$ cat config.mk
export PLATFORM = sky130hd
export DESIGN_NAME = pdh_cmd_engine
export DESIGN_NICKNAME = d
export VERILOG_FILES = /design/src/rtl/pdh_cmd_engine.sv
export SDC_FILE = /design/constraint.sdc
export NUM_CORES = 1
export LEC_CHECK = 0
export CAP_MARGIN = 30
export CORE_ASPECT_RATIO = 1.5
export CORE_MARGIN = 1
export CORE_UTILIZATION = 50
export CTS_CLUSTER_DIAMETER = 80
export CTS_CLUSTER_SIZE = 8
export DETAILED_ROUTE_END_ITERATION = 8
export GPL_TIMING_DRIVEN = 1
export HOLD_SLACK_MARGIN = 0.06
export PLACE_DENSITY = 0.84
export SETUP_SLACK_MARGIN = 0.02
export SYNTH_ARGS = -nofsm -noshare
export SYNTH_HDL_FRONTEND = slang
export SYNTH_SLANG_ARGS = --single-unit
$ cat constraint.sdc
create_clock -name clk -period 4.7 [get_ports clk]
set_clock_uncertainty 0.15 [all_clocks]
set_input_delay 0.94 -clock clk [delete_from_list [all_inputs] [get_ports clk]]
set_output_delay 0.94 -clock clk [all_outputs]
set_load 0.02 [all_outputs]
$ cat src/rtl/pdh_cmd_engine.sv
// Strobed command engine for the PDH core: LEDs, held DAC codes, ADC readback and block averaging.
// Define PDH_RAMP_EN to add the per-channel DAC ramp generator (cmds 3 and 5).
module pdh_cmd_engine #(
    parameter int ADC_DATA_WIDTH = 14,
    parameter int DAC_DATA_WIDTH = 14,
    parameter int AVG_LOG2       = 4,
    parameter int RAMP_DIV_LOG2  = 8
) (
    input  logic                      clk,
    input  logic                      rst_i,
    input  logic [31:0]               cmd_word_i,
    input  logic [ADC_DATA_WIDTH-1:0] adc_a_i,
    input  logic [ADC_DATA_WIDTH-1:0] adc_b_i,
    output logic [7:0]                led_o,
    output logic [DAC_DATA_WIDTH-1:0] dac_a_o,
    output logic [DAC_DATA_WIDTH-1:0] dac_b_o,
    output logic [1:0]                dac_wrt_o,
    output logic                      busy_o,
    output logic [31:0]               status_o
);
    localparam int ADC_W = ADC_DATA_WIDTH;
    localparam int DAC_W = DAC_DATA_WIDTH;
    localparam int ACC_W = ADC_W + AVG_LOG2;
    localparam logic [DAC_W-1:0] DAC_MID = {1'b1, {(DAC_W-1){1'b0}}};

    localparam logic [3:0] CMD_SET_LED = 4'd1;
    localparam logic [3:0] CMD_SET_DAC = 4'd2;
    localparam logic [3:0] CMD_GET_ADC = 4'd4;
    localparam logic [3:0] CMD_AVG_ADC = 4'd6;
`ifdef PDH_RAMP_EN
    localparam logic [3:0] CMD_SET_RAMP_STEP = 4'd3;
    localparam logic [3:0] CMD_SET_RAMP_EN   = 4'd5;
`endif

    typedef enum logic [1:0] {AVG_IDLE, AVG_ACCUM, AVG_DONE} avg_state_t;

    logic [30:0] cmd_word_reg;
    logic        strobe_prev_reg;
    logic        strobe_edge;
    logic [3:0]  cmd;
    logic [25:0] data;
    logic        do_led, do_dac, do_avg;
    logic        unused_bits;

    always_ff @(posedge clk) begin
        if (rst_i) begin
            cmd_word_reg    <= '0;
            strobe_prev_reg <= 1'b0;
        end else begin
            cmd_word_reg    <= cmd_word_i[30:0];
            strobe_prev_reg <= cmd_word_reg[30];
        end
    end

    // Exactly one action per rising edge of the registered strobe.
    assign strobe_edge = cmd_word_reg[30] & ~strobe_prev_reg;
    assign cmd         = cmd_word_reg[29:26];
    assign data        = cmd_word_reg[25:0];
    assign do_led      = strobe_edge && (cmd == CMD_SET_LED);
    assign do_dac      = strobe_edge && (cmd == CMD_SET_DAC);
    assign do_avg      = strobe_edge && (cmd == CMD_AVG_ADC);
    assign unused_bits = ^{cmd_word_i[31], data[25:15]};

    logic [7:0] led_reg;
    always_ff @(posedge clk) begin
        if (rst_i)       led_reg <= '0;
        else if (do_led) led_reg <= data[7:0];
    end

    logic [1:0][ADC_W-1:0] adc_reg;
    always_ff @(posedge clk) begin
        if (rst_i) adc_reg <= '0;
        else       adc_reg <= {adc_b_i, adc_a_i};
    end

    avg_state_t            avg_state_reg, avg_state_next;
    logic [AVG_LOG2-1:0]   cnt_reg, cnt_next;
    logic                  acc_clear, acc_add, avg_load;

    always_ff @(posedge clk) begin
        if (rst_i) begin
            avg_state_reg <= AVG_IDLE;
            cnt_reg       <= '0;
        end else begin
            avg_state_reg <= avg_state_next;
            cnt_reg       <= cnt_next;
        end
    end

    // Strobes arriving in ACCUM are dropped; IDLE and DONE both restart a fresh block.
    always_comb begin
        avg_state_next = avg_state_reg;
        cnt_next       = cnt_reg;
        acc_clear      = 1'b0;
        acc_add        = 1'b0;
        avg_load       = 1'b0;
        case (avg_state_reg)
            AVG_ACCUM: begin
                acc_add  = 1'b1;
                cnt_next = cnt_reg + 1'b1;
                if (cnt_reg == '1) begin
                    avg_load       = 1'b1;
                    avg_state_next = AVG_DONE;
                end
            end
            default: begin
                if (do_avg) begin
                    acc_clear      = 1'b1;
                    cnt_next       = '0;
                    avg_state_next = AVG_ACCUM;
                end
            end
        endcase
    end

    assign busy_o = (avg_state_reg == AVG_ACCUM);

`ifdef PDH_RAMP_EN
    localparam int PW = (RAMP_DIV_LOG2 > 0) ? RAMP_DIV_LOG2 : 1;
    localparam int RW = ((DAC_W > 14) ? DAC_W : 14) + 1;
    localparam logic [DAC_W-1:0] DAC_MAX = '1;

    logic          do_step, do_ramp_en, ramp_tick;
    logic [PW-1:0] presc_reg;
    logic [1:0][13:0] step_code;
    logic [1:0]    en_bits, down_bits;

    assign do_step    = strobe_edge && (cmd == CMD_SET_RAMP_STEP);
    assign do_ramp_en = strobe_edge && (cmd == CMD_SET_RAMP_EN);

    always_ff @(posedge clk) begin
        if (rst_i || do_ramp_en) presc_reg <= '0;
        else                     presc_reg <= presc_reg + 1'b1;
    end
    assign ramp_tick = (RAMP_DIV_LOG2 == 0) ? 1'b1 : (presc_reg == '1);
`endif

    logic [1:0][DAC_W-1:0] dac_code;
    logic [1:0]            wrt_bits;
    logic [1:0][13:0]      dac_pad, adc_pad, avg_pad;

    genvar gi;
    generate
        for (gi = 0; gi < 2; gi++) begin : g_chan
            logic signed [ACC_W-1:0] acc_reg, sample_ext, acc_sum, acc_shift;
            logic [ADC_W-1:0]        avg_reg;
            logic [DAC_W-1:0]        dac_reg;
            logic                    wrt_reg;
            logic                    set_hit;

            assign sample_ext = {{AVG_LOG2{adc_reg[gi][ADC_W-1]}}, adc_reg[gi]};
            assign acc_sum    = acc_reg + sample_ext;
            assign acc_shift  = acc_sum >>> AVG_LOG2;

            always_ff @(posedge clk) begin
                if (rst_i) begin
                    acc_reg <= '0;
                    avg_reg <= '0;
                end else begin
                    if (acc_clear)    acc_reg <= '0;
                    else if (acc_add) acc_reg <= acc_sum;
                    if (avg_load)     avg_reg <= acc_shift[ADC_W-1:0];
                end
            end

            assign set_hit = do_dac && (data[14] == 1'(gi));

`ifdef PDH_RAMP_EN
            logic [13:0]   step_reg;
            logic          en_reg, down_reg, move, over, under;
            logic [RW-1:0] cur_ext, step_ext, up_sum, dn_diff;

            assign cur_ext  = RW'(dac_reg);
            assign step_ext = RW'(step_reg);
            assign up_sum   = cur_ext + step_ext;
            assign dn_diff  = cur_ext - step_ext;
            assign over     = up_sum > RW'(DAC_MAX);
            assign under    = step_ext > cur_ext;
            assign move     = ramp_tick && en_reg && (step_reg != '0);

            // A SET_DAC on this channel overrides the ramp move in the same cycle.
            always_ff @(posedge clk) begin
                if (rst_i) begin
                    dac_reg  <= DAC_MID;
                    wrt_reg  <= 1'b0;
                    step_reg <= '0;
                    en_reg   <= 1'b0;
                    down_reg <= 1'b0;
                end else begin
                    wrt_reg <= set_hit | move;
                    if (set_hit) begin
                        dac_reg <= data[DAC_W-1:0];
                    end else if (move) begin
                        if (!down_reg) dac_reg <= over ? DAC_MAX : up_sum[DAC_W-1:0];
                        else           dac_reg <= under ? '0 : dn_diff[DAC_W-1:0];
                    end
                    if (do_ramp_en) begin
                        en_reg   <= data[gi];
                        down_reg <= 1'b0;
                    end else if (move && !set_hit) begin
                        if (!down_reg && over)     down_reg <= 1'b1;
                        else if (down_reg && under) down_reg <= 1'b0;
                    end
                    if (do_step && (data[14] == 1'(gi))) step_reg <= data[13:0];
                end
            end

            assign step_code[gi] = step_reg;
            assign en_bits[gi]   = en_reg;
            assign down_bits[gi] = down_reg;
`else
            always_ff @(posedge clk) begin
                if (rst_i) begin
                    dac_reg <= DAC_MID;
                    wrt_reg <= 1'b0;
                end else begin
                    wrt_reg <= set_hit;
                    if (set_hit) dac_reg <= data[DAC_W-1:0];
                end
            end
`endif

            assign dac_code[gi] = dac_reg;
            assign wrt_bits[gi] = wrt_reg;
            assign dac_pad[gi]  = 14'(dac_reg);
            assign adc_pad[gi]  = 14'(adc_reg[gi]);
            assign avg_pad[gi]  = 14'(avg_reg);
        end
    endgenerate

    logic [31:0] status_next, status_reg;

    // Layout follows whichever cmd is currently on the registered word, strobed or not.
    always_comb begin
        status_next = '0;
        case (cmd)
            CMD_SET_LED: status_next = {cmd, 20'd0, led_reg};
            CMD_SET_DAC: status_next = {cmd, dac_pad[1], dac_pad[0]};
            CMD_GET_ADC: status_next = {cmd, adc_pad[1], adc_pad[0]};
            CMD_AVG_ADC: status_next = busy_o ? {cmd, 28'd0} : {cmd, avg_pad[1], avg_pad[0]};
`ifdef PDH_RAMP_EN
            CMD_SET_RAMP_STEP: status_next = {cmd, step_code[1], step_code[0]};
            CMD_SET_RAMP_EN:   status_next = {cmd, 24'd0, down_bits, en_bits};
`endif
            default: status_next = '0;
        endcase
    end

    always_ff @(posedge clk) begin
        if (rst_i) status_reg <= '0;
        else       status_reg <= status_next;
    end

    assign led_o     = led_reg;
    assign dac_a_o   = dac_code[0];
    assign dac_b_o   = dac_code[1];
    assign dac_wrt_o = wrt_bits;
    assign status_o  = status_reg;
endmodule

==> flow_summary.ini <==
[status]
status = finished clean

[timing]
tcrit_tclk_final_pct = 64.2
finalSetupViolCount = 0
relSlewSlack_pct = 33.0
final-hold-violation-count = 0
setup_tns_ns = 0
timing_max_transition_violations_final = 0
fin_crit_ns = 3.02
grt_setup_unrepaired = no
max_freq_ghz = 0.331
worst_pin_slew_ns = 1.01

[logic_synthesis]
post_synth_num_cell_types = 74
number_of_cells_produced_by_synthesis = 940
fraction_of_the_mapped_netlist_area_in_compound_gates_pct = 18.6
synthXorXnorAreaFrac_pct = 2.14
post_synth_and_or_nand_nor_area_fraction_pct = 23.4
muxShareOfSynthArea_pct = 0.123
number_of_flip_flops_and_latches_in_the_synthesized_netlist = 189
post_synthesis_instance_area_um2 = 8170
syn-num-nets = 1039
synth_seq_area_share_pct = 46.3
synth_edf_count = 0
postSynthAreaPerCell_um2 = 8.69
synth_top_family_by_area = simple AND/OR/NAND/NOR gates
synth-adder-area-share_pct = 5.85
synthFlopType = sky130_fd_sc_hd__dfxtp_1
ys_warn_count = 0
async_set_reset_flop_share_out_of_synthesis_pct = 0

[drt]
drtAntennaViolNets = 0
detailedRoute.firstIterationViolations = 677
detail_route.vias_per_cell = 5.89
dr.pass1.iters = 6
routed_wl_mm = 22.2
route.detailed.drc = 0
dr_total_vias = 7365
avgRoutedWirePerCell_um = 17.7

[setup_path]
crit_type = flip-flop to output pin
category_of_the_worst_setup_path_capture_point = output pin
cp_data_arrival_time_ns = 1.93
start_kind = flip-flop
cp_max_fo = 22
timing.critical_path.required_ns = 3.61

[die]
boundaryPins = 133
horizontal_die_dimension_um = 106
die_area_um2 = 16900
dieHeight_um = 159
initial_utilization_pct = 51.6
core_area_um2 = 15800
fp-row-count = 56

[cells_and_area]
design.final.nets = 1134
layout.cells.non_filler = 1251
layout_common_cells = 189 x sky130_fd_sc_hd__dfxtp_1, 166 x sky130_fd_sc_hd__nand2_1, 119 x sky130_fd_sc_hd__clkdlybuf4s50_1
largest_register_ffs = 36
synthToLayoutAreaGrowth_pct = 23.5
n_antenna_cell = 0
layout_commonest_cell = sky130_fd_sc_hd__dfxtp_1
drive_gt1_share_pct = 6.68

[power_and_ir_drop]
power.ir.vdd_worst_mv = 0.260
power.switching_fraction_pct = 25.0
pwr_density_cell_nw_per_um2 = 331
p_clk_share_pct = 44.3
total_switching_power_mw = 0.835
power.leakage_nw = 3.70
power_frac_seq_pct = 49.7
internal-power_mw = 2.50
combPwrFrac_pct = 6.0

[clocking]
clock_tree.htree_level_count = 4
numCtsBuffers = 17
clk-insertion-delay-late_ns = 0.43
cts.reportedPaths.clkPinSlew_ns = 0.07
cts.sinks = 189
clock_tree_from_tritoncts = done
cts-hold-fix-buffers = 0
cts_post_setup_buffers_inserted = 0
cts_root_buffer = sky130_fd_sc_hd__clkbuf_16
post_cts_resize_count = 0
clk_path_buf_depth = 2

[global_routing]
grt_pass1_vias = 6941
grt_util_all_layers_pct = 26.6
grt_first_pass_wirelength_mm = 35.0
grt_remaining_overflow = 0
antenna_violations_before_repair = 0
grt_start_max_net_pins = 85

[place]
dp_hpwl_mm = 15.6
final_gp_congestion = 0.878
numPlacedInstances = 1219
io_buffers = 120

[hold_path]
min-delay-path-class = flip-flop to flip-flop

[flow_run]
drv_cap = 0
==> per-layer routing <==
layer | wire, µm | up-vias | GRT usage, %
met5 | 0 | - | 0
met3 | 1240 | 52 | 4.46
met4 | 872 | 0 | 13.5
li1 | - | 3524 | -
met1 | 8820 | 3506 | 30.7
met2 | 11300 | 283 | 47.3
==> critical path, stage by stage, from the launching register on <==
cell and delay [ns]:
sky130_fd_sc_hd__dfxtp_1 0.31, sky130_fd_sc_hd__nand2b_1 0.16, sky130_fd_sc_hd__inv_2 0.34, sky130_fd_sc_hd__clkdlybuf4s50_1 0.70
==> area by class of cell <==
class	count	area, µm²
clock buffers	18	439
repair buffers	133	1300
inverters	12	45.0
flip-flops and latches	189	3780
multi-input cells	682	4100
clock inverters	14	166
fillers	1251	5750
well taps	203	254
==> power groups by stage <==
stage | logic (mW) | registers (mW) | clock network, mW
after global placement | 0.193 | 1.69 | 0
after CTS | 0.198 | 1.66 | 1.48
after detailed placement | 0.196 | 1.69 | 0
final | 0.200 | 1.66 | 1.48
after floorplan | 0.116 | 1.69 | 0
after global routing | 0.217 | 1.66 | 1.55
==> kinds of logic (layout without fill, tap and decap cells) <==
kind of cell	count (synthesis)	in the layout
buffers and inverters	69	177
other	1	1
adder cells (fa/ha/maj)	37	37
AND/OR/NAND/NOR	392	392
AO/OA/AOI/OAI	231	231
XOR/XNOR	20	20
multiplexers	1	1
flip-flops	189	189
==> worst paths after layout <==
kind,from,endpoint,slack (ns),cells after the start
min reg2reg,g_chan[1].acc_reg[15],g_chan[1].acc_reg[15],0.31,2
min,g_chan[1].acc_reg[15],g_chan[1].acc_reg[15],0.31,2
max,avg_state_reg[1],busy_o,1.68,3
max reg2reg,adc_pad[0],g_chan[0].avg_reg[6],1.75,10
==> per-stage QoR <==
stage | hold WS (ns) | area, µm² | total power [mW] | util (%) | setup slack, ns
2_1_floorplan | 0.281 | 8170 | 1.80 | - | 2.23
3_3_place_gp | 0.292 | 9460 | 1.89 | 59.7 | 1.76
3_5_place_dp | 0.301 | 9480 | 1.89 | 59.9 | 1.77
4_1_cts | 0.312 | 10100 | 3.34 | 63.7 | 1.68
5_1_grt | 0.327 | 10100 | 3.43 | 63.7 | 1.62
6_report | 0.310 | 10100 | 3.33 | 63.7 | 1.68
==> cells in the mapped netlist (all sizes together) (5+ instances only) <==
cell / n / share of area, %
dfxtp: 189 / 46
nand2: 168 / 7.8
a21oi: 118 / 7.3
nor2: 56 / 2.6
nor2b: 52 / 4.0
nand3: 43 / 2.6
clkbuf: 40 / 1.8
ha: 35 / 5.4
a222oi: 28 / 3.4
o21ai: 25 / 1.5
buf: 17 / 1.1
xnor2: 13 / 1.4
inv: 12 / 0.55
a211oi: 11 / 1.1
nand2b: 11 / 0.84
nor3: 11 / 0.86
a21o: 10 / 0.92
or3: 9 / 0.69
nand3b: 7 / 0.64
xor2: 7 / 0.75
nand4: 6 / 0.54
and3: 5 / 0.38
nor3b: 5 / 0.46
(Power assumes the default switching activity.)
